<file path="config.mk">
export PLATFORM = sky130hd
export DESIGN_NAME = lms_coef_update
export DESIGN_NICKNAME = d
export VERILOG_FILES = /design/src/rtl/lms_pkg.sv /design/src/rtl/pam4_slicer.sv /design/src/rtl/lms_coef_update.sv
export SDC_FILE = /design/constraint.sdc
export NUM_CORES = 2
export LEC_CHECK = 0
export BUFFER_PORTS_ARGS = -buffer_cell sky130_fd_sc_hd__buf_2
export CAP_MARGIN = 20
export CELL_PAD_IN_SITES_DETAIL_PLACEMENT = 0
export CELL_PAD_IN_SITES_GLOBAL_PLACEMENT = 1
export CORE_MARGIN = 2
export CORE_UTILIZATION = 30
export DETAILED_ROUTE_END_ITERATION = 8
export PLACE_DENSITY = 0.56
export SLEW_MARGIN = 20
export SYNTH_ARGS = -nofsm -noshare
export SYNTH_HDL_FRONTEND = slang
export SYNTH_SLANG_ARGS = --single-unit
</file>
<file path="constraint.sdc">
create_clock -name i_clk -period 12.25 [get_ports i_clk]
set_input_delay 0.6125 -clock i_clk [delete_from_list [all_inputs] [get_ports i_clk]]
set_output_delay 0.6125 -clock i_clk [all_outputs]
set_load 0.02 [all_outputs]
</file>
<file path="src/rtl/lms_pkg.sv">
// Shared constants for the LMS tap adapter: PAM4 levels/thresholds, Gray symbol codes,
// FSM encodings and the tap saturation helper.
package lms_pkg;

  localparam int IN_BW   = 11;
  localparam int OUT_BW  = 9;
  localparam int COEF_BW = 9;
  localparam int N_COEF  = 7;
  localparam int ERR_BW  = OUT_BW + 1;
  // Wide enough for e*x plus rounding and tap accumulation at any MU_SHIFT up to 10
  localparam int ACC_W   = 24;

  localparam int LVL_P1 = 32;
  localparam int LVL_P3 = 96;
  localparam int LVL_N1 = -32;
  localparam int LVL_N3 = -96;
  localparam int THR    = 64;

  localparam logic [1:0] SYM_N3 = 2'b00;
  localparam logic [1:0] SYM_N1 = 2'b01;
  localparam logic [1:0] SYM_P1 = 2'b11;
  localparam logic [1:0] SYM_P3 = 2'b10;

  typedef enum logic [1:0] {
    ST_IDLE   = 2'b00,
    ST_SETTLE = 2'b01,
    ST_ADAPT  = 2'b10,
    ST_HOLD   = 2'b11
  } state_e;

  localparam logic signed [COEF_BW-1:0] COEF_ONE = 9'sd128;
  localparam logic signed [ACC_W-1:0]   SAT_HI   = ACC_W'((2 ** (COEF_BW - 1)) - 1);
  localparam logic signed [ACC_W-1:0]   SAT_LO   = ACC_W'(-(2 ** (COEF_BW - 1)));

  function automatic logic signed [COEF_BW-1:0] sat_coef(input logic signed [ACC_W-1:0] v);
    logic signed [COEF_BW-1:0] r;
    if (v > SAT_HI) begin
      r = SAT_HI[COEF_BW-1:0];
    end else if (v < SAT_LO) begin
      r = SAT_LO[COEF_BW-1:0];
    end else begin
      r = v[COEF_BW-1:0];
    end
    return r;
  endfunction

endpackage

</file>
<file path="src/rtl/pam4_slicer.sv">
// Combinational PAM4 decision on the FFE output: level d, Gray symbol and error e = d - y.
module pam4_slicer
  import lms_pkg::*;
(
  input  logic signed [OUT_BW-1:0] y,
  output logic        [1:0]        symbol,
  output logic signed [ERR_BW-1:0] err
);

  localparam logic signed [ERR_BW-1:0] THR_P = ERR_BW'(THR);
  localparam logic signed [ERR_BW-1:0] THR_N = ERR_BW'(-THR);

  logic signed [ERR_BW-1:0] y_ext_s;
  logic signed [ERR_BW-1:0] d_s;

  assign y_ext_s = {y[OUT_BW-1], y};

  // Threshold compare into the nearest of the four levels
  always_comb begin
    d_s    = ERR_BW'(LVL_P3);
    symbol = SYM_P3;
    if (y_ext_s < THR_N) begin
      d_s    = ERR_BW'(LVL_N3);
      symbol = SYM_N3;
    end else if (y_ext_s[ERR_BW-1]) begin
      d_s    = ERR_BW'(LVL_N1);
      symbol = SYM_N1;
    end else if (y_ext_s < THR_P) begin
      d_s    = ERR_BW'(LVL_P1);
      symbol = SYM_P1;
    end else begin
      d_s    = ERR_BW'(LVL_P3);
      symbol = SYM_P3;
    end
    err = d_s - y_ext_s;
  end

endmodule

</file>
<file path="src/rtl/lms_coef_update.sv">
// Sign-exact LMS adaptation of the FFE taps, driven by the PAM4 slicer error and the
// same x window the FFE multiplies; taps feed straight back to the FFE coefficient bus.
module lms_coef_update
  import lms_pkg::*;
#(
  parameter int MU_SHIFT   = 8,
  parameter int SETTLE_SYM = 16,
  parameter int CENTER     = 3
) (
  input  logic                        i_clk,
  input  logic                        i_rst_n,
  input  logic                        i_en,
  input  logic [IN_BW-1:0]            i_data,
  input  logic [OUT_BW-1:0]           i_ffe_out,
  input  logic                        i_adapt_en,
  input  logic                        i_reinit,
  output logic [COEF_BW*N_COEF-1:0]   o_coefs,
  output logic [1:0]                  o_symbol,
  output logic [ERR_BW-1:0]           o_error,
  output logic [1:0]                  o_state
);

  localparam int CNT_W = $clog2(SETTLE_SYM + 1);
  localparam logic [CNT_W-1:0] SETTLE_LAST = CNT_W'(SETTLE_SYM - 1);
  localparam logic [CNT_W-1:0] CNT_ONE     = {{(CNT_W-1){1'b0}}, 1'b1};
  localparam int SHIFT = 7 + MU_SHIFT;
  localparam logic signed [ACC_W-1:0] RND = {{(ACC_W-1){1'b0}}, 1'b1} << (6 + MU_SHIFT);

  state_e                    state_r, state_nxt_s;
  logic [CNT_W-1:0]          cnt_r;
  logic signed [IN_BW-1:0]   dl_r       [N_COEF-1];
  logic signed [COEF_BW-1:0] coef_r     [N_COEF];
  logic signed [COEF_BW-1:0] coef_nxt_s [N_COEF];
  logic signed [IN_BW-1:0]   x_s        [N_COEF];
  logic [1:0]                sym_s;
  logic signed [ERR_BW-1:0]  err_s;
  logic update_en_s, load_init_s, cnt_clr_s, cnt_inc_s;

  // Rounded (half up), shifted, saturated single-tap step
  function automatic logic signed [COEF_BW-1:0] lms_step(
    input logic signed [COEF_BW-1:0] c,
    input logic signed [IN_BW-1:0]   x,
    input logic signed [ERR_BW-1:0]  e
  );
    logic signed [ACC_W-1:0] p;
    logic signed [ACC_W-1:0] u;
    p = ACC_W'(e) * ACC_W'(x);
    u = (p + RND) >>> SHIFT;
    return sat_coef(ACC_W'(c) + u);
  endfunction

  pam4_slicer u_slicer (
    .y      (i_ffe_out),
    .symbol (sym_s),
    .err    (err_s)
  );

  // Tap window with the same alignment as the FFE products
  always_comb begin
    x_s[0] = i_data;
    for (int k = 1; k < N_COEF; k++) begin
      x_s[k] = dl_r[k-1];
    end
  end

  // Candidate new tap values for this strobe
  always_comb begin
    for (int k = 0; k < N_COEF; k++) begin
      coef_nxt_s[k] = lms_step(coef_r[k], x_s[k], err_s);
    end
  end

  // FSM state register
  always_ff @(posedge i_clk or negedge i_rst_n) begin
    if (!i_rst_n) begin
      state_r <= ST_IDLE;
    end else begin
      state_r <= state_nxt_s;
    end
  end

  // FSM next state; reinit overrides everything
  always_comb begin
    state_nxt_s = state_r;
    if (i_reinit) begin
      state_nxt_s = ST_IDLE;
    end else begin
      case (state_r)
        ST_IDLE:   state_nxt_s = i_adapt_en ? ST_SETTLE : ST_IDLE;
        ST_SETTLE: begin
          if (!i_adapt_en) begin
            state_nxt_s = ST_IDLE;
          end else if (i_en && (cnt_r == SETTLE_LAST)) begin
            state_nxt_s = ST_ADAPT;
          end else begin
            state_nxt_s = ST_SETTLE;
          end
        end
        ST_ADAPT:  state_nxt_s = i_adapt_en ? ST_ADAPT : ST_HOLD;
        ST_HOLD:   state_nxt_s = i_adapt_en ? ST_ADAPT : ST_HOLD;
        default:   state_nxt_s = ST_IDLE;
      endcase
    end
  end

  // FSM datapath controls
  always_comb begin
    load_init_s = i_reinit;
    update_en_s = 1'b0;
    cnt_clr_s   = 1'b0;
    cnt_inc_s   = 1'b0;
    if (!i_reinit) begin
      case (state_r)
        ST_IDLE:   cnt_clr_s   = i_adapt_en;
        ST_SETTLE: cnt_inc_s   = i_adapt_en & i_en;
        ST_ADAPT:  update_en_s = i_adapt_en & i_en;
        ST_HOLD:   update_en_s = 1'b0;
        default:   update_en_s = 1'b0;
      endcase
    end else begin
      update_en_s = 1'b0;
    end
  end

  // Settle symbol counter
  always_ff @(posedge i_clk or negedge i_rst_n) begin
    if (!i_rst_n) begin
      cnt_r <= '0;
    end else if (load_init_s || cnt_clr_s) begin
      cnt_r <= '0;
    end else if (cnt_inc_s) begin
      cnt_r <= cnt_r + CNT_ONE;
    end
  end

  // Tap registers
  always_ff @(posedge i_clk or negedge i_rst_n) begin
    if (!i_rst_n) begin
      for (int k = 0; k < N_COEF; k++) begin
        coef_r[k] <= (k == CENTER) ? COEF_ONE : '0;
      end
    end else if (load_init_s) begin
      for (int k = 0; k < N_COEF; k++) begin
        coef_r[k] <= (k == CENTER) ? COEF_ONE : '0;
      end
    end else if (update_en_s) begin
      for (int k = 0; k < N_COEF; k++) begin
        coef_r[k] <= coef_nxt_s[k];
      end
    end
  end

  // Sample delay line, advancing on every symbol regardless of state
  always_ff @(posedge i_clk or negedge i_rst_n) begin
    if (!i_rst_n) begin
      for (int k = 0; k < N_COEF - 1; k++) begin
        dl_r[k] <= '0;
      end
    end else if (i_en) begin
      dl_r[0] <= i_data;
      for (int k = 1; k < N_COEF - 1; k++) begin
        dl_r[k] <= dl_r[k-1];
      end
    end
  end

  // Registered decision and error, held between strobes
  always_ff @(posedge i_clk or negedge i_rst_n) begin
    if (!i_rst_n) begin
      o_symbol <= 2'b00;
      o_error  <= '0;
    end else if (i_en) begin
      o_symbol <= sym_s;
      o_error  <= err_s;
    end
  end

  for (genvar k = 0; k < N_COEF; k++) begin : g_pack
    assign o_coefs[k*COEF_BW +: COEF_BW] = coef_r[k];
  end

  assign o_state = state_r;

endmodule

</file>
==> flow_metrics.env <==
export IMPL_cts_tree="yes"
export IMPL_cp_startpoint="i_ffe_out[8]"
export IMPL_overflow=0
export IMPL_r2r_start="dl_r[21]$_DFFE_PN0P_"
export IMPL_gp_congestion=0.763
export IMPL_r2r_cells=26
export IMPL_die_area_mm2=0.127
export IMPL_busiest_layer="met2"
export IMPL_r2r_slack_ps=4560
export IMPL_clk_insertion_delay_late_ps=530
export IMPL_ys_types=73
export IMPL_async_reset_ff_frac=1.00
export IMPL_ctsHoldBuffers=0
export IMPL_cts_root_buffer="clkbuf_16"
export IMPL_num_vias=25381
export IMPL_slew_viol_final=0
export IMPL_ys_seq_elements=148
export IMPL_io_buffers=101
export IMPL_rows=129
export IMPL_finalSetupViolCount=0
export IMPL_cp_arrival_ps=10100
export IMPL_wl_per_cell_um=16.7
export IMPL_cp_end_kind="flop"
export IMPL_dpl_hpwl_um=72300
export IMPL_clock_sinks=148
export IMPL_grt_setup_unrepaired="no"
export IMPL_drt_iter0_drc=923
export IMPL_io_pins=102
export IMPL_n_fill_cell=13050
export IMPL_synth_top_family_by_area="adder cells"
export IMPL_grtUsageMet3=0.0205
export IMPL_die_w_um=357
export IMPL_hold_viol=0
export IMPL_hp_class="input pin to asynchronous set/reset pin"
export IMPL_grt_usage=0.158
export IMPL_required_ps=12720
export IMPL_final_nets=5115
export IMPL_min_period_ps=9630
export IMPL_antenna_found_initial=2
export IMPL_r2r_end="o_coefs[50]$_DFFE_PN0P_"
export IMPL_postSynthAreaPerCell_um2=9.34
export IMPL_synth_enable_flop_cells=0
export IMPL_place_area_mm2=0.0395
export IMPL_grt_pass1_vias=28203
export IMPL_synth_warnings=0
export IMPL_cpMaxStageDelayCell="a31oi_1"
export IMPL_synth_cells=3992
export IMPL_ant_nets=0
export IMPL_slew_headroom=0.276
export IMPL_htree_levels=4
export IMPL_ys_seq_area_frac=0.0993
export IMPL_coreArea_mm2=0.123
export IMPL_finalInstanceArea_mm2=0.0401
export IMPL_seqCellArea_mm2=0.00370
export IMPL_viasPerCell=4.53
export IMPL_syn_area_mm2=0.0373
export IMPL_endpoint="o_coefs[16]$_DFFE_PN0P_"
export IMPL_drive_gt1_frac=0.0745
export IMPL_cts_reportedPaths_clkPinSlew_ps=80
export IMPL_worst_pin_slew_ps=1080
export IMPL_postRouteWirelength_um=93500
export IMPL_worstSetupPathType="input pin to flop"
export IMPL_grt_start_max_net_pins=86
export IMPL_cts_buffer_depth=2
export IMPL_synth_compound_area_frac=0.0612
export IMPL_multi_input_area_mm2=0.0297
export IMPL_drc=0
export IMPL_grt_pass1_wl_um=158000
export IMPL_ctsResizeCount=0
export IMPL_synth_fa_ha_area_frac=0.530
export IMPL_synth_mux_area_fraction=0.0248
export IMPL_die_h_um=357
export IMPL_cp_max_fo=49
export IMPL_grtUsageMet1=0.222
export IMPL_areaGrowthSynthToFinish_pct=7.51
export IMPL_period_share=0.786
export IMPL_slowest_delay_ps=570
export IMPL_drt_pass1_iter_count=4
export IMPL_synth_fp_nets=5160
export IMPL_post_cts_setup_buffers=0
export IMPL_start_util=0.302
export IMPL_synth_flop_cell="dfrtp_1"
export IMPL_finClkSkew_ps=15.7
export IMPL_status="completed"
export IMPL_max_cap_viol_count=0
export IMPL_finalSetupTns_ps=0
export IMPL_max_freq_ghz=0.104
export IMPL_start_kind="input pin"
export IMPL_synth_simple_area_share=0.146
export IMPL_cts_buffers=17
export IMPL_hold_ws_ps=60.1
export IMPL_synth_xor_area_share=0.0305
export IMPL_use_met2=0.259
-- stage by stage --
step | std cells | utilization | worst slack (ps)
after detailed placement | 5565 | 0.320 | 1820
after global routing | 5597 | 0.325 | 2010
after global placement | 5565 | 0.320 | 1840
after CTS | 5597 | 0.325 | 2390
final | 5599 | 0.325 | 2620
after floorplan | 3992 | - | 3930
-- cells by family (layout without fill, tap and decap cells) --
family | after synthesis | after routing
AOI/OAI and AO/OA | 330 | 330
DFF | 148 | 148
xor gates and xnor gates | 130 | 130
buffers and inverters | 1069 | 1037
other | 0 | 2
and+or+nand+nor | 1089 | 1089
muxes | 83 | 83
adders and majority gates | 1143 | 1143
-- how the worst min path moves through the flow --
stage / from / end / slack [ps] / cells past startpoint
4_1_cts: i_rst_n / o_coefs[4]$_DFFE_PN0P_ / 40 / 1
2_1_floorplan: i_rst_n / cnt_r[0]$_DFFE_PN0P_ / 320 / 0
5_1_grt: i_rst_n / o_coefs[26]$_DFFE_PN0P_ / 80 / 1
3_5_place_dp: o_error[3]$_DFFE_PN0P_ / o_error[3]$_DFFE_PN0P_ / 490 / 1
3_3_place_gp: o_error[3]$_DFFE_PN0P_ / o_error[3]$_DFFE_PN0P_ / 490 / 1
6_report: i_rst_n / o_coefs[4]$_DFFE_PN0P_ / 60 / 1
-- final cells by class --
type | instances | share of cell area
Clock inverter | 15 | 0.00371
Inverter | 883 | 0.0827
Tap cell | 1637 | 0.0511
Timing Repair Buffer | 122 | 0.0187
Multi-Input combinational cell | 2775 | 0.741
Clock buffer | 17 | 0.0106
Sequential cell | 148 | 0.0924
Antenna cell | 2 | 0.000125
-- per-layer routing --
layer,up-vias,share of wire
met5,-,0
met4,0,0.016
met3,50,0.026
met2,215,0.47
met1,13061,0.49
li1,12055,-
-- cell usage in the layout (no fill, tap or decap), types with 6 or more instances in the layout --
cell | netlist | final
o21a_1 | 13 | 13
a21oi_1 | 77 | 77
nor2_1 | 167 | 165
o21ai_0 | 62 | 61
a21o_1 | 24 | 24
or2_2 | 26 | 26
buf_4 | 1 | 16
nand3_1 | 20 | 20
o21bai_1 | 15 | 15
nor3_1 | 31 | 31
xnor2_1 | 94 | 90
clkbuf_16 | 0 | 17
o21ai_1 | 5 | 6
nor2b_1 | 10 | 10
a221o_1 | 17 | 17
xor2_1 | 36 | 33
nand2_1 | 369 | 368
nand4_1 | 10 | 10
o211ai_1 | 6 | 6
buf_12 | 0 | 6
and2_1 | 399 | 399
mux2i_1 | 8 | 8
or3_1 | 9 | 9
fa_1 | 728 | 728
o31a_1 | 6 | 6
mux2_2 | 75 | 75
a211oi_1 | 23 | 23
clkinv_4 | 0 | 6
ha_1 | 415 | 414
buf_2 | 7 | 99
a31oi_1 | 11 | 11
o31ai_1 | 6 | 6
a22oi_1 | 7 | 7
and3_1 | 10 | 10
nand2b_1 | 14 | 14
dfrtp_1 | 147 | 147
inv_1 | 882 | 882
-- worst max-delay path: cells and delay by family --
kind            cells  cell delay [ps]
fa+ha+maj          10             3770
xor+xnor            1              430
simple gates        6              920
buf+inv             4              520
compound gates     13             3810
-- flip-flops by register name, summed over array words and instances (netlist names) --
signal and count:
o_state 2, o_symbol 2, o_coefs 63, o_error 10, dl_r 66, cnt_r 5
-- cells in the mapped netlist, types with 6 or more instances --
library cell | n | area, um^2
nor3_1 | 31 | 155
a22oi_1 | 7 | 52.6
a21oi_1 | 77 | 385
xnor2_1 | 94 | 823
nand4_1 | 10 | 62.6
ha_1 | 415 | 5190
o21a_1 | 13 | 97.6
a31oi_1 | 11 | 68.8
o21ai_0 | 62 | 310
or2_2 | 26 | 163
and3_1 | 10 | 62.6
buf_2 | 7 | 35.0
dfrtp_1 | 147 | 3680
and2_1 | 399 | 2500
o211ai_1 | 6 | 45.0
nand2_1 | 369 | 1390
a21o_1 | 24 | 180
fa_1 | 728 | 14600
nand3_1 | 20 | 100
o21bai_1 | 15 | 113
mux2i_1 | 8 | 80.1
a211oi_1 | 23 | 173
nand2b_1 | 14 | 87.6
or3_1 | 9 | 56.3
clkbuf_1 | 173 | 649
mux2_2 | 75 | 845
nor2b_1 | 10 | 62.6
inv_1 | 882 | 3310
nor2_1 | 167 | 627
o31a_1 | 6 | 52.6
xor2_1 | 36 | 315
o31ai_1 | 6 | 45.0
a221o_1 | 17 | 170
Power is left out: the tool's default activity adds up to more than one toggle a clock period on the data nets, which glitch-free logic cannot reach.
